**src/rtl/counter_updown_mod_pkg.sv**
```systemverilog
// rtl/counter_updown_mod_pkg.sv - shared constants and load clamp helper for the up/down counter
package counter_pkg;

   typedef enum logic {
      MODE_WRAP = 1'b0,
      MODE_SAT  = 1'b1
   } mode_e;

   localparam logic DIR_UP = 1'b1;
   localparam logic DIR_DN = 1'b0;

   // Widest counter supported; the clamp helper works at this width
   localparam int MAX_WIDTH = 31;

   // Limit a requested load value to the top of the counting range
   function automatic logic [MAX_WIDTH-1:0] clamp_load(input logic [MAX_WIDTH-1:0] val,
                                                       input logic [MAX_WIDTH-1:0] max);
      return (val > max) ? max : val;
   endfunction

endpackage

```
**src/rtl/counter_updown_mod_if.sv**
```systemverilog
// rtl/counter_updown_mod_if.sv - control and status bundle of the up/down counter
interface counter_updown_mod_if #(
   parameter int WIDTH = 8
);
   logic             en;
   logic             up_dn;
   logic             clr;
   logic             load;
   logic [WIDTH-1:0] load_val;
   logic [WIDTH-1:0] count;
   logic             tc;
   logic             wrap;
   logic             ovf;

   modport master (
      output en, up_dn, clr, load, load_val,
      input  count, tc, wrap, ovf
   );

   modport slave (
      input  en, up_dn, clr, load, load_val,
      output count, tc, wrap, ovf
   );
endinterface

```
**src/rtl/counter_updown_mod_step.sv**
```systemverilog
// rtl/counter_updown_mod_step.sv - combinational next-count computation for one step
module counter_step
   import counter_pkg::*;
#(
   parameter int WIDTH   = 8,
   parameter int MAX_VAL = 255
) (
   input  logic [WIDTH-1:0] count,
   input  logic             up_dn,
   input  mode_e            mode,
   output logic [WIDTH-1:0] next_count,
   output logic             at_bound,
   output logic             wrapped
);

   localparam logic [WIDTH-1:0] MAX_C = WIDTH'(MAX_VAL);

   // Compare against the range end first, so the step never leaves 0..MAX_VAL
   always_comb begin
      next_count = count;
      at_bound   = 1'b0;
      wrapped    = 1'b0;
      if (up_dn == DIR_UP) begin
         if (count == MAX_C) begin
            at_bound = 1'b1;
            if (mode == MODE_WRAP) begin
               next_count = '0;
               wrapped    = 1'b1;
            end
         end else begin
            next_count = count + WIDTH'(1);
         end
      end else begin
         if (count == '0) begin
            at_bound = 1'b1;
            if (mode == MODE_WRAP) begin
               next_count = MAX_C;
               wrapped    = 1'b1;
            end
         end else begin
            next_count = count - WIDTH'(1);
         end
      end
   end

endmodule

```
**src/rtl/counter_updown_mod.sv**
```systemverilog
// rtl/counter_updown_mod.sv - modulo-N up/down counter with load, clear, wrap/saturate and status
module counter_updown_mod
   import counter_pkg::*;
#(
   parameter int WIDTH    = 8,
   parameter int MAX_VAL  = (1 << WIDTH) - 1,
   parameter bit SATURATE = 1'b0
) (
   input  logic                 clk,
   input  logic                 rst,
   counter_updown_mod_if.slave  bus
);

   if (WIDTH < 1 || WIDTH > MAX_WIDTH) begin : g_bad_width
      $error("counter_updown_mod: WIDTH must be in 1..%0d", MAX_WIDTH);
   end
   if (MAX_VAL < 1 || longint'(MAX_VAL) >= (longint'(1) << WIDTH)) begin : g_bad_max
      $error("counter_updown_mod: MAX_VAL must be >= 1 and < 2**WIDTH");
   end

   localparam mode_e            MODE  = SATURATE ? MODE_SAT : MODE_WRAP;
   localparam logic [WIDTH-1:0] MAX_C = WIDTH'(MAX_VAL);

   logic [WIDTH-1:0] count_q;
   logic             wrap_q;
   logic             ovf_q;
   logic [WIDTH-1:0] next_count;
   logic             at_bound;
   logic             wrapped;
   logic [WIDTH-1:0] load_clamped;

   counter_step #(
      .WIDTH   (WIDTH),
      .MAX_VAL (MAX_VAL)
   ) u_step (
      .count      (count_q),
      .up_dn      (bus.up_dn),
      .mode       (MODE),
      .next_count (next_count),
      .at_bound   (at_bound),
      .wrapped    (wrapped)
   );

   assign load_clamped = WIDTH'(clamp_load(MAX_WIDTH'(bus.load_val), MAX_WIDTH'(MAX_VAL)));

   // Priority mux into the count, wrap and sticky overflow registers: clr > load > en
   always_ff @(posedge clk or posedge rst) begin
      if (rst) begin
         count_q <= '0;
         wrap_q  <= 1'b0;
         ovf_q   <= 1'b0;
      end else if (bus.clr) begin
         count_q <= '0;
         wrap_q  <= 1'b0;
         ovf_q   <= 1'b0;
      end else if (bus.load) begin
         count_q <= load_clamped;
         wrap_q  <= 1'b0;
      end else if (bus.en) begin
         count_q <= next_count;
         wrap_q  <= wrapped;
         ovf_q   <= ovf_q | at_bound;
      end else begin
         wrap_q  <= 1'b0;
      end
   end

   assign bus.count = count_q;
   assign bus.wrap  = wrap_q;
   assign bus.ovf   = ovf_q;
   assign bus.tc    = ((bus.up_dn == DIR_UP) && (count_q == MAX_C)) ||
                      ((bus.up_dn == DIR_DN) && (count_q == '0));

endmodule

```
**src/flat_wrapper.sv**
```systemverilog
// flat-port wrapper written by rule: the top's interface ports become plain ports
module counter_updown_mod_flat import counter_pkg::*;
#(
   parameter int WIDTH    = 8,
   parameter int MAX_VAL  = (1 << WIDTH) - 1,
   parameter bit SATURATE = 1'b0
)
  (clk, rst, bus_en, bus_up_dn, bus_clr, bus_load, bus_load_val, bus_count, bus_tc, bus_wrap, bus_ovf);
  counter_updown_mod_if #(.WIDTH(WIDTH)) bus_i ();
  input  logic clk;
  input  logic rst;
  input wire logic [$bits(bus_i.en)-1:0] bus_en;
  input wire logic [$bits(bus_i.up_dn)-1:0] bus_up_dn;
  input wire logic [$bits(bus_i.clr)-1:0] bus_clr;
  input wire logic [$bits(bus_i.load)-1:0] bus_load;
  input wire logic [$bits(bus_i.load_val)-1:0] bus_load_val;
  output wire logic [$bits(bus_i.count)-1:0] bus_count;
  output wire logic [$bits(bus_i.tc)-1:0] bus_tc;
  output wire logic [$bits(bus_i.wrap)-1:0] bus_wrap;
  output wire logic [$bits(bus_i.ovf)-1:0] bus_ovf;
  assign bus_i.en = bus_en;
  assign bus_i.up_dn = bus_up_dn;
  assign bus_i.clr = bus_clr;
  assign bus_i.load = bus_load;
  assign bus_i.load_val = bus_load_val;
  assign bus_count = bus_i.count;
  assign bus_tc = bus_i.tc;
  assign bus_wrap = bus_i.wrap;
  assign bus_ovf = bus_i.ovf;
  counter_updown_mod #(.WIDTH(WIDTH), .MAX_VAL(MAX_VAL), .SATURATE(SATURATE)) u_core (.clk(clk), .rst(rst), .bus(bus_i));
endmodule
```
**config.mk**
```make
export PLATFORM = sky130hd
export DESIGN_NAME = counter_updown_mod_flat
export DESIGN_NICKNAME = d
export VERILOG_FILES = /design/src/rtl/counter_updown_mod_pkg.sv /design/src/rtl/counter_updown_mod_if.sv /design/src/rtl/counter_updown_mod_step.sv /design/src/rtl/counter_updown_mod.sv /design/src/flat_wrapper.sv
export SDC_FILE = /design/constraint.sdc
export NUM_CORES = 1
export LEC_CHECK = 0
export CAP_MARGIN = 20
export CORE_ASPECT_RATIO = 1.2
export CORE_UTILIZATION = 43
export CTS_BUF_LIST = sky130_fd_sc_hd__clkbuf_8 sky130_fd_sc_hd__clkbuf_16
export DETAILED_ROUTE_END_ITERATION = 6
export GPL_ROUTABILITY_DRIVEN = 0
export GPL_TIMING_DRIVEN = 0
export PLACE_DENSITY = 0.74
export SYNTH_ARGS = -nofsm -noshare
export SYNTH_HDL_FRONTEND = slang
export SYNTH_SLANG_ARGS = --single-unit
```
**constraint.sdc**
```tcl
create_clock -name clk -period 2.1 [get_ports clk]
set_clock_uncertainty 0.1 [all_clocks]
set_input_delay 0.42 -clock clk [delete_from_list [all_inputs] [get_ports clk]]
set_output_delay 0.42 -clock clk [all_outputs]
set_load 0.005 [all_outputs]
```
* Word level (Yosys, flattened, before mapping)
Index checks and enable logic that the tools add are counted.
Word-level totals: flip-flop bits (word level) 10, input port bits 14, output and inout port bits 11, word-level logic and storage cells 31
Operators by class: add/sub/neg operators 2, eq/ne operators 2, mux-type cells 15, bitwise operators 2, reductions and logical operators 7
Operator list (number):
- 8-bit two-way mux | 6
- 1-bit two-way mux | 9
- 8-bit by 1-bit adder with 8-bit output, second input constant | 1
- 8-bit equality test, second input constant | 1
- 8-bit logical NOT | 1
- 8-bit by 1-bit subtractor with 8-bit output, second input constant | 1
- 3-bit nonzero test | 1
- 1-bit logical AND | 2
- 2-bit != test, second input constant | 1
- 2-bit AND reduction | 1
- 2-bit nonzero test | 1
- 1-bit logical OR | 1
- 1-bit NOT | 1
- 1-bit OR | 1

* Depth between registers and ports, before layout
depth in word-level cells 7, gate-level depth with buffers 7, depth with buffers taken out 6

* Cells and area by module
A second synthesis with hierarchy kept.
Unflattened totals: cells, all modules 141, area total of the unflattened synthesis 1178.6 um^2
Modules (own cells, without submodules):
- counter_updown_mod | times used 1, cells an instance 59, area an instance 600.6 um^2, seq. area each 250.2 um^2
- counter_step | times used 1, cells an instance 82, area an instance 578.1 um^2, seq. area each 0.0 um^2

* Least setup slack after synthesis
No wires, ideal clock.
path type register to output, from reg u_core.count_q[0], in the netlist u_core.bus.count[0], to out bus_tc, arrival time 1.618 ns, data required time 1.580 ns, setup slack -0.038 ns, stages on the path, launching flop included 8, path buffers 1, path through dfrtp_1 -> clkbuf_1 -> inv_1 -> ha_1 -> or3b_2 -> nor3_2 -> a21oi_1 -> inv_1
Between the ends: longest elaborated chain between the ends 3, elaborated cells on any way between the ends 5, those cells by class eq/ne: 1; reduce/logical: 4
RTL lines:
- start, declared | line counter_updown_mod.sv:24 | logic [WIDTH-1:0] count_q;
- start signal, assigned | line counter_updown_mod.sv:57 | count_q <= load_clamped;
- start signal, assigned | line counter_updown_mod.sv:60 | count_q <= next_count;
- 8-bit equality test / 8-bit logical NOT (equally long branches) | line counter_updown_mod.sv:71, counter_updown_mod.sv:72
- 1-bit logical AND (on tied branches) | line counter_updown_mod.sv:71, counter_updown_mod.sv:72
- 1-bit logical OR * | line counter_updown_mod.sv:71 | assign bus.tc = ((bus.up_dn == DIR_UP) && (count_q == MAX_C)) ||
- end, declared | line flat_wrapper.sv:18 | output wire logic [$bits(bus_i.tc)-1:0] bus_tc;
Every way passes the cells marked *; elsewhere a longest branch is shown, timed or not.

* Worst setup path in the final report
from reg u_core.count_q[3], in the netlist u_core.bus.count[3], to out bus_tc
The elaborated chain is that of the path after synthesis.

==> summary.md <==
| Metric | Value |
|---|---|
| Outcome | complete, but fails checks |
| Violations in the final reports | setup timing |
| Register bit total from synthesis | 10 |
| Main synth FF type | dfrtp_1 |
| # clock sinks | 10 |
| Reg2Reg Capture Point | u_core.bus.count[6] |
| Pin count of the biggest net entering global routing | 11 |
| Placed Area | 1240 um2 |
| CTS tree | built |
| Reg-to-reg setup timing slack | 0.12 ns |
| Core area | 2090 um2 |
| Synth warn | 0 |
| Final hold violation count | 0 |
| Mapped cell area | 972 um2 |
| Type of the worst setup path | register to output port |
| Initial antenna violation count | 0 |
| Mapped Cells | 114 |
| Cell area after layout | 1410 um2 |
| Worst min path class | input pin to register |
| First-pass GRT wire length | 4.60 mm |
| Ports | 25 |
| Clk root buf | clkbuf_8 |
| FF-to-FF path depth | 8 |
| Overflow after GRT | 0 |
| Dpl cells | 166 |
| Nets | 170 |
| TNS Setup | -0.221 ns |
| Vias in the first global route | 997 |
| H-tree depth | 1 |
| Leakage Power | 0.581 nW |
| Min setup slack post-route | -0.221 ns |
| RSZ-0062 raised after global routing | yes |
| Synth async-reset ratio | 1.00 |
| Net count after synthesis | 131 |
| Antenna Cells | 0 |
| Antenna-violating nets left | 0 |
| Pre-antenna DRT Iters | 4 |
| Clock latency on the worst-skew pair | 0.24 ns |
| First DRT Iteration DRCs | 56 |
| Fraction of layout cells with a size suffix above 1 | 0.265 |
| Fmax achieved | 0.431 GHz |
| Die Footprint | 2460 um2 |
| Reg2Reg Launch Point | u_core.bus.count[0] |
| Routed wire length | 2.84 mm |
| Max_cap viols | 0 |
| Worst-Margin Slew | 0.420 ns |
| Startpoint Class | register |
| CTS Buf Count | 3 |
| Post-synth EDFFs | 0 |
| Vias per cell | 5.92 |
| Clock transition at the registers of the reported paths | 0.05 ns |
| Post-synthesis sequential area ratio | 0.257 |
| Pre-CTS setup slack | -0.622 ns |
| I/O Buffers | 22 |
| Worst Hold Endpoint | u_core.bus.count[6] |
| Layout Area Growth over Synthesis | 45.4% |
| Slew Viols, Final | 0 |
| Fillers | 171 |
| Startpoint of the worst hold path | bus_clr |
| Starting Density | 0.464 |
| Vias post-DR | 1,072 |
| CP arrival | 1.80 ns |
| Period utilization | 1.11 |
| Die Span Y | 54.1 um |
| WP data required | 1.58 ns |
| Crit. End Element | output port |
| Power per Cell Area | 511 nW/um2 |
| Die width | 45.4 um |
| Final setup fails | 1 |
| Fin crit period | 2.32 ns |
| DRC | 0 |
| Crit Path Max Fanout | 8 |
| Hold depth | 2 |
| Max VDD drop | 0.440 mV |
| Fin cells | 181 |
| Cell Rows | 18 |
| Maximum clock path buffer count | 2 |
| Synth unique cells | 42 |
| GRT Total Usage | 0.267 |
| Worst rel slew slack | 0.720 |
| Avg Inst Size Synth | 8.53 um2 |
| Routed wire per std cell | 15.7 um |
| DP Wirelength | 1.87 mm |
==> cells in the final DEF (no fill, tap or decap), drive strengths merged, types with 3 or more instances in the layout <==
master and instances:
clkdlybuf4s50 21, nand3 5, nor2 3, ha 3, clkbuf 10, inv 12, a21oi 11, a221oi 3
nand2 9, buf 16, xnor2 3, dfrtp 10, nor3b 6, nor3 8
==> cells in the mapped netlist, drive strengths merged (3+ instances only) <==
cell / count / area (um2)
a221oi: 3 / 45.0
nand2: 9 / 33.8
dfrtp: 10 / 250
clkbuf: 7 / 67.6
buf: 3 / 27.5
inv: 12 / 45.0
nor3b: 6 / 45.0
nand3: 5 / 25.0
ha: 3 / 37.5
a21oi: 11 / 55.1
nor3: 8 / 45.0
nor2: 3 / 11.3
xnor2: 3 / 26.3
==> sequential cells by signal (all words and copies together), names as in the netlist <==
| name | count |
|---|---|
| u_core.bus.ovf | 1 |
| u_core.bus.count | 8 |
| u_core.bus.wrap | 1 |
==> layout make-up <==
class | count | area, um2 | share of cell area
tap | 30 | 37.5 | 0.0265
timing repair buffer | 34 | 305 | 0.216
clock buffer | 3 | 41.3 | 0.0292
inverter | 12 | 52.6 | 0.0372
sequential | 10 | 250 | 0.177
buffer | 10 | 115 | 0.0814
multi-input combinational | 82 | 612 | 0.433
==> how the worst max path moves through the flow <==
stage	start	to	cells after the start
final	u_core.bus.count[3]	bus_tc	6
after global routing	u_core.bus.count[0]	bus_tc	8
after floorplan	u_core.bus.count[0]	bus_tc	7
after detailed placement	u_core.bus.count[1]	bus_tc	8
after global placement	u_core.bus.count[0]	bus_tc	8
after CTS	u_core.bus.count[1]	bus_tc	8
==> what timing repair did <==
item | 4_1_cts | 5_1_grt
hold endpoints to repair | 0 | 0
endpoints found under the setup margin | 3 | 2
hold buffers | 0 | 0
pin swaps | 2 | 3
resized for setup | 16 | 1
buffers inserted | 9 | 3
==> power by group <==
part / switching (mW) / leakage, nW / internal (mW)
registers: 0.0155 / 0.132 / 0.206
clock network: 0.0841 / 0.0216 / 0.126
logic: 0.131 / 0.427 / 0.159
total: 0.230 / 0.581 / 0.492
==> through the flow <==
step	utilization	hold slack, ns	power, mW
after floorplan	-	0.160	0.382
after global placement	0.593	0.421	0.460
after detailed placement	0.593	0.458	0.464
after CTS	0.662	0.312	0.707
after global routing	0.675	0.314	0.760
final	0.675	0.311	0.722
==> kinds of logic (layout without fill, tap and decap cells) <==
family | count (synthesis) | count (layout) | synth area share
AOI/OAI and AO/OA | 34 | 34 | 0.269
DFF | 10 | 10 | 0.257
muxes | 2 | 2 | 0.0206
adders and majority gates | 3 | 3 | 0.0386
xor gates and xnor gates | 5 | 5 | 0.0451
and+or+nand+nor | 38 | 38 | 0.225
buffers and inverters | 22 | 59 | 0.144
==> critical path, cell delays in order (launching register included) <==
cell and delay (ns):
dfrtp_1 0.38, buf_6 0.14, or4_4 0.56, nor3_4 0.23, a21oi_2 0.07, inv_1 0.06, buf_2 0.10
==> metal layers <==
layer	wire length (um)	up-vias	global-route usage
met1	1140	512	0.329
met5	0	-	0
li1	-	491	-
met4	72	0	0.111
met3	187	10	0.0503
met2	1430	59	0.448
Power figures use the tool's default switching activity.
